$ cat src/rtl/axis_pkt_gen.sv
`default_nettype none
// ============================================================================
// Module   : axis_pkt_gen
// Summary  : AXI-Stream packet source emitting cfg_count packets of cfg_len
//            bytes with a deterministic payload. Define AXIS_PKT_GEN_LFSR_EN
//            to replace the incrementing-byte payload with a 32-bit LFSR.
// Revision : 1.0 - initial release
// ============================================================================
module axis_pkt_gen #(
  parameter int DATA_WIDTH = 32,
  parameter int LEN_WIDTH  = 16,
  parameter int CNT_WIDTH  = 16,
  parameter int GAP_WIDTH  = 8
) (
  input  logic                    aclk,
  input  logic                    areset_n,
  input  logic                    start,
  input  logic                    abort,
  input  logic [LEN_WIDTH-1:0]    cfg_len,
  input  logic [CNT_WIDTH-1:0]    cfg_count,
  input  logic [GAP_WIDTH-1:0]    cfg_gap,
  output logic                    busy,
  output logic                    done,
  output logic [CNT_WIDTH-1:0]    pkt_sent,
  output logic [DATA_WIDTH-1:0]   m_tdata,
  output logic [DATA_WIDTH/8-1:0] m_tkeep,
  output logic                    m_tvalid,
  input  logic                    m_tready,
  output logic                    m_tlast
);

  localparam int                   c_BYTES     = DATA_WIDTH / 8;
  localparam logic [LEN_WIDTH-1:0] c_BYTES_LEN = LEN_WIDTH'(c_BYTES);

  typedef enum logic [1:0] {
    S_IDLE = 2'd0,
    S_SEND = 2'd1,
    S_GAP  = 2'd2,
    S_DONE = 2'd3
  } state_t;

  typedef struct packed {
    logic [DATA_WIDTH-1:0] data;
    logic [c_BYTES-1:0]    keep;
    logic                  last;
  } beat_t;

`ifdef AXIS_PKT_GEN_LFSR_EN
  localparam logic [31:0] c_PAT_SEED = 32'hFFFF_FFFF;

  // Fibonacci LFSR x^32+x^22+x^2+x+1, shifting toward the MSB.
  function automatic logic [31:0] pat_step(input logic [31:0] p);
    return {p[30:0], p[31] ^ p[21] ^ p[1] ^ p[0]};
  endfunction

  function automatic logic [7:0] pat_lane(input logic [31:0] p, input int i);
    return p[8*(i%4) +: 8];
  endfunction
`else
  localparam logic [31:0] c_PAT_SEED = 32'h0000_0000;
  localparam logic [31:0] c_STEP     = 32'(c_BYTES);

  // Pattern register is the running byte counter of the run.
  function automatic logic [31:0] pat_step(input logic [31:0] p);
    return p + c_STEP;
  endfunction

  function automatic logic [7:0] pat_lane(input logic [31:0] p, input int i);
    return 8'(p + 32'(i));
  endfunction
`endif

  // rem is the byte count still owed in this packet, including this beat.
  function automatic beat_t make_beat(input logic [31:0] pat, input logic [LEN_WIDTH-1:0] rem);
    beat_t b;
    b = '0;
    for (int i = 0; i < c_BYTES; i++) begin
      b.keep[i] = (rem > LEN_WIDTH'(i));
      if (b.keep[i]) b.data[8*i +: 8] = pat_lane(pat, i);
    end
    b.last = (rem <= c_BYTES_LEN);
    return b;
  endfunction

  state_t                r_state,    w_state;
  logic [LEN_WIDTH-1:0]  r_len,      w_len;
  logic [CNT_WIDTH-1:0]  r_count,    w_count;
  logic [GAP_WIDTH-1:0]  r_gap,      w_gap;
  logic [GAP_WIDTH-1:0]  r_gap_cnt,  w_gap_cnt;
  logic [LEN_WIDTH-1:0]  r_rem,      w_rem;
  logic [31:0]           r_pat,      w_pat;
  logic [CNT_WIDTH-1:0]  r_pkt_sent, w_pkt_sent;
  logic                  r_busy,     w_busy;
  logic                  r_done,     w_done;
  logic                  r_tvalid,   w_tvalid;
  logic [DATA_WIDTH-1:0] r_tdata,    w_tdata;
  logic [c_BYTES-1:0]    r_tkeep,    w_tkeep;
  logic                  r_tlast,    w_tlast;

  beat_t       w_beat;
  logic        w_load;
  logic        w_clear;
  logic        w_hs;
  logic        w_last_pkt;
  logic [31:0] w_pat_adv;

  assign w_hs       = r_tvalid & m_tready;
  assign w_pat_adv  = pat_step(r_pat);
  assign w_last_pkt = (r_count != '0) && ((r_pkt_sent + CNT_WIDTH'(1)) == r_count);

  always_comb begin
    w_state    = r_state;
    w_len      = r_len;
    w_count    = r_count;
    w_gap      = r_gap;
    w_gap_cnt  = r_gap_cnt;
    w_rem      = r_rem;
    w_pat      = r_pat;
    w_pkt_sent = r_pkt_sent;
    w_busy     = r_busy;
    w_done     = 1'b0;
    w_tvalid   = r_tvalid;
    w_tdata    = r_tdata;
    w_tkeep    = r_tkeep;
    w_tlast    = r_tlast;
    w_beat     = '0;
    w_load     = 1'b0;
    w_clear    = 1'b0;

    case (r_state)
      S_IDLE: begin
        if (start && (cfg_len != '0)) begin
          w_len      = cfg_len;
          w_count    = cfg_count;
          w_gap      = cfg_gap;
          w_pkt_sent = '0;
          w_pat      = c_PAT_SEED;
          w_rem      = cfg_len;
          w_beat     = make_beat(c_PAT_SEED, cfg_len);
          w_load     = 1'b1;
          w_busy     = 1'b1;
          w_state    = S_SEND;
        end
      end
      S_SEND: begin
        if (w_hs) begin
          w_pat = w_pat_adv;
          if (!r_tlast) begin
            w_rem  = r_rem - c_BYTES_LEN;
            w_beat = make_beat(w_pat_adv, r_rem - c_BYTES_LEN);
            w_load = 1'b1;
          end else begin
            if (r_pkt_sent != '1) w_pkt_sent = r_pkt_sent + CNT_WIDTH'(1);
            if (w_last_pkt || abort) begin
              w_clear = 1'b1;
              w_busy  = 1'b0;
              w_done  = 1'b1;
              w_state = S_DONE;
            end else if (r_gap != '0) begin
              w_clear   = 1'b1;
              w_gap_cnt = r_gap;
              w_state   = S_GAP;
            end else begin
              w_rem  = r_len;
              w_beat = make_beat(w_pat_adv, r_len);
              w_load = 1'b1;
            end
          end
        end
      end
      S_GAP: begin
        if (abort) begin
          w_busy  = 1'b0;
          w_done  = 1'b1;
          w_state = S_DONE;
        end else if (r_gap_cnt == GAP_WIDTH'(1)) begin
          // r_pat already stepped on the tlast handshake.
          w_rem   = r_len;
          w_beat  = make_beat(r_pat, r_len);
          w_load  = 1'b1;
          w_state = S_SEND;
        end else begin
          w_gap_cnt = r_gap_cnt - GAP_WIDTH'(1);
        end
      end
      S_DONE: begin
        w_state = S_IDLE;
      end
      default: begin
        w_state = S_IDLE;
      end
    endcase

    if (w_load) begin
      w_tvalid = 1'b1;
      w_tdata  = w_beat.data;
      w_tkeep  = w_beat.keep;
      w_tlast  = w_beat.last;
    end else if (w_clear) begin
      w_tvalid = 1'b0;
      w_tdata  = '0;
      w_tkeep  = '0;
      w_tlast  = 1'b0;
    end
  end

  always_ff @(posedge aclk or negedge areset_n) begin
    if (!areset_n) begin
      r_state    <= S_IDLE;
      r_len      <= '0;
      r_count    <= '0;
      r_gap      <= '0;
      r_gap_cnt  <= '0;
      r_rem      <= '0;
      r_pat      <= '0;
      r_pkt_sent <= '0;
      r_busy     <= 1'b0;
      r_done     <= 1'b0;
      r_tvalid   <= 1'b0;
      r_tdata    <= '0;
      r_tkeep    <= '0;
      r_tlast    <= 1'b0;
    end else begin
      r_state    <= w_state;
      r_len      <= w_len;
      r_count    <= w_count;
      r_gap      <= w_gap;
      r_gap_cnt  <= w_gap_cnt;
      r_rem      <= w_rem;
      r_pat      <= w_pat;
      r_pkt_sent <= w_pkt_sent;
      r_busy     <= w_busy;
      r_done     <= w_done;
      r_tvalid   <= w_tvalid;
      r_tdata    <= w_tdata;
      r_tkeep    <= w_tkeep;
      r_tlast    <= w_tlast;
    end
  end

  assign busy     = r_busy;
  assign done     = r_done;
  assign pkt_sent = r_pkt_sent;
  assign m_tvalid = r_tvalid;
  assign m_tdata  = r_tdata;
  assign m_tkeep  = r_tkeep;
  assign m_tlast  = r_tlast;

endmodule

`default_nettype wire
$ cat config.mk
export PLATFORM = sky130hd
export DESIGN_NAME = axis_pkt_gen
export DESIGN_NICKNAME = d
export VERILOG_FILES = /design/src/rtl/axis_pkt_gen.sv
export SDC_FILE = /design/constraint.sdc
export NUM_CORES = 1
export LEC_CHECK = 0
export BUFFER_PORTS_ARGS = -buffer_cell sky130_fd_sc_hd__buf_4
export CAP_MARGIN = 20
export CORE_UTILIZATION = 40
export CTS_CLUSTER_DIAMETER = 40
export DETAILED_ROUTE_END_ITERATION = 10
export GPL_ROUTABILITY_DRIVEN = 0
export GPL_TIMING_DRIVEN = 0
export HOLD_SLACK_MARGIN = 0.03
export PLACE_DENSITY = 0.67
export RECOVER_POWER = 100
export SLEW_MARGIN = 10
export SYNTH_ARGS = -nofsm -noshare
export SYNTH_HDL_FRONTEND = slang
export SYNTH_SLANG_ARGS = --single-unit
$ cat constraint.sdc
create_clock -name aclk -period 5.8 [get_ports aclk]
set_input_delay 0.58 -clock aclk [delete_from_list [all_inputs] [get_ports aclk]]
set_output_delay 0.58 -clock aclk [all_outputs]
set_load 0.02 [all_outputs]
==> results.md <==
- Outcome: complete, but fails checks
- Violated checks: max-capacitance violations, max-slew violations
- Post-Syn Instances: 814
- WS Path Type: reg2reg
- PortBufs: 99
- Die W: 138 µm
- Post-synth EDFFs: 0
- Startpoint types: register
- Routed len/inst: 17.6 µm
- Share of cells above drive strength 1: 0.153
- Post-synthesis async set-or-reset flop share: 1.00
- Drt first pass iters: 5
- Boundary Pins: 101
- Max capacitance violation total: 1
- Synth warnings: 0
- Max FO, Critical Path: 10
- Drt via density: 5.76
- CTS resizes: 0
- Filler cell count: 1,754
- P_leak: 3.64 nW
- Multi-input gate area: 0.00397 mm²
- DRT antenna net count: 0
- Mapped Area: 0.00740 mm²
- Layout Cells excl Fill: roughly 1.2k
- WHS: around 380 ps
- Fin util: 0.491
- Final worst path period need: 4330 ps
- Worst-Margin Slew: 3290 ps
- Initial Utilization: 0.410
- Synthesis-stage register bit count: 124
- CP Capture Type: register
- Placed Area: roughly 0.0085 mm²
- Dpl cells: between 1k and 1.5k
- Total GRT Usage: 0.221
- P&R area growth vs syn: 19.6%
- Arrival time at the worst endpoint: between 4000 and 5000 ps
- CTS sink cnt: 124
- Clock transition at path regs: 60 ps
- FP Rows: 49
- Pin count of the biggest net entering global routing: 67
- Top_reg_cell synth: dfrtp_1
- VDD IR max: 330 µV
- Final hold vios: 0
- Max-slew violations: 59
- CTS root buf: clkbuf_16
- Core area: 0.0180 mm²
- Clock Latency Late Sink: 420 ps
- Synth cell types: 70
- Setup_tns: 0 ps
- Setup bufs post-CTS: 0
- Antenna cells: 0
- Synthesized Nets: 871
- Total number of vias: 6,764
- Hold Crit Class: in2reg
- PnR worst setup slack: 1470 ps
- Tot Pwr: ~4.7 mW
- Fmax: 231 MHz
- Antenna violations before repair: 0
- Die area: 0.0190 mm²
- Gr ovfl total: 0
- Critical Path RT: roughly 6000 ps
- Skew final: 6.98 ps
- Hold_buf cts: 0
- H-tree depth: 4
- Post-Place Worst Slack: 1710 ps
- Detail Placement HPWL: approximately 15,000 µm
- Vias in the first global route: 6,314
- Num CTS Buffers: 17
- CTS tree: built
- Seq/Total Area, Yosys: 0.419
- Die Y: 138 µm
- Nets: 991
- Final setup fails: 0
- Max-Slew Margin vs Limit: -1.19
- RSZ-0062 raised after global routing: false
- Syn_area_per_cell: slightly above 9 µm²
- Number of DRC markers in iteration 0: 573
- Register area: slightly above 0.003 mm²
- Design area: 0.00884 mm²
- Final wirelength: 20,600 µm
- Post-route clock period utilization: 0.746
- Residual DRC: 0
- Bufs on Longest Clock Path: 2
- P per Cell Area: 530 mW/mm²
- First-pass GRT wire length: 33,600 µm
-- final cells by class --
class | instances | share of cell area
tap | 229 | 0.0324
timing repair buffer | 101 | 0.0634
clock buffer | 20 | 0.0528
sequential | 124 | 0.351
multi-input combinational | 621 | 0.449
buffer | 50 | 0.0248
clock inverter | 11 | 0.0188
inverter | 19 | 0.00806
-- cell usage after synthesis, types with 6 or more instances --
cell	count	area (µm²)
dfrtp_1	124	3100
nand2_1	112	420
o21ai_0	73	365
mux2_2	46	518
nor2_1	45	169
a21oi_1	31	155
clkbuf_1	31	116
a22o_1	28	245
nand3_1	25	125
nor4_1	22	138
inv_1	18	67.6
xnor2_1	18	158
nor3_1	17	85.1
o21ai_1	16	80.1
xor2_1	15	131
a31oi_1	12	75.1
ha_1	12	150
o211ai_1	12	90.1
nand2b_1	11	68.8
buf_2	10	50.1
nand4_1	10	62.6
a21o_1	9	67.6
nor2b_1	9	56.3
or3_1	8	50.1
buf_4	6	45.0
-- flip-flops by register name, summed over array words and instances, names as in the netlist --
signal,count
r_rem,16
r_count,16
r_pat,6
m_tdata,28
m_tkeep,4
r_state,2
r_gap_cnt,8
r_gap,8
r_len,16
done,1
pkt_sent,16
busy,1
m_tvalid,1
m_tlast,1
-- path summary, 6_finish.rpt --
check                                 start           end  slack (ps)  depth (start not counted)
worst max-delay path            pkt_sent[0]     r_rem[14]        1470                         11
worst min-delay path             cfg_gap[1]      r_gap[1]         380                          3
worst max register to register  pkt_sent[0]     r_rem[14]        1470                         11
worst min register to register  m_tdata[24]   m_tdata[24]         480                          1
max in group asynchronous          areset_n      r_pat[7]        2670                          1
min in group asynchronous          areset_n  r_gap_cnt[7]        1260                          1
-- per-layer routing --
layer	track usage	vias to the layer above	share of wire
met5	0	-	0
met4	0.0700	0	0.017
met3	0.0540	36	0.065
met2	0.343	262	0.46
met1	0.303	3241	0.46
li1	-	3225	-
-- critical path, stage by stage (launching register included) --
cell      delay, ps
dfrtp_1         490
ha_1            290
nand3_1         340
nor2_1          580
a21oi_1         160
a311o_1         360
a2111o_1        420
o21a_1          350
o211ai_1        270
clkbuf_1        370
clkbuf_1        390
o21ai_0         180
-- kinds of logic (layout without fill, tap and decap cells) --
group           Yosys count  after routing  synth area share
simple gates            294            294             0.200
compound gates          230            230             0.201
flops                   124            124             0.419
buf+inv                  69            201            0.0418
mux                      50             50            0.0754
xor+xnor                 34             34            0.0413
fa+ha+maj                12             12            0.0203
other cells               1              1          0.000507
-- power by group --
part	internal, mW	switching (mW)
Clock	0.748	0.395
Sequential	1.16	0.321
Combinational	0.798	1.26
-- layout by cell type, fill, tap and decap left out, drive strengths merged, types with 4 or more instances in the layout --
master and count:
o21a 5, a21oi 31, mux2 46, or3 8
a211oi 5, dfrtp 124, clkinv 4, or4b 5
or4 5, nor3 17, a21o 9, nand2 112
nor2b 9, nor2 45, bufinv 4, nand2b 11
nand3 26, a32oi 5, nand4 10, xnor2 18
o31ai 5, inv 19, and4 4, clkbuf 115
a22o 28, a31oi 12, o211ai 14, xor2 16
buf 56, mux2i 4, o21ai 90, nor4 22
o22ai 5, ha 12
Power figures use the tool's default switching activity.
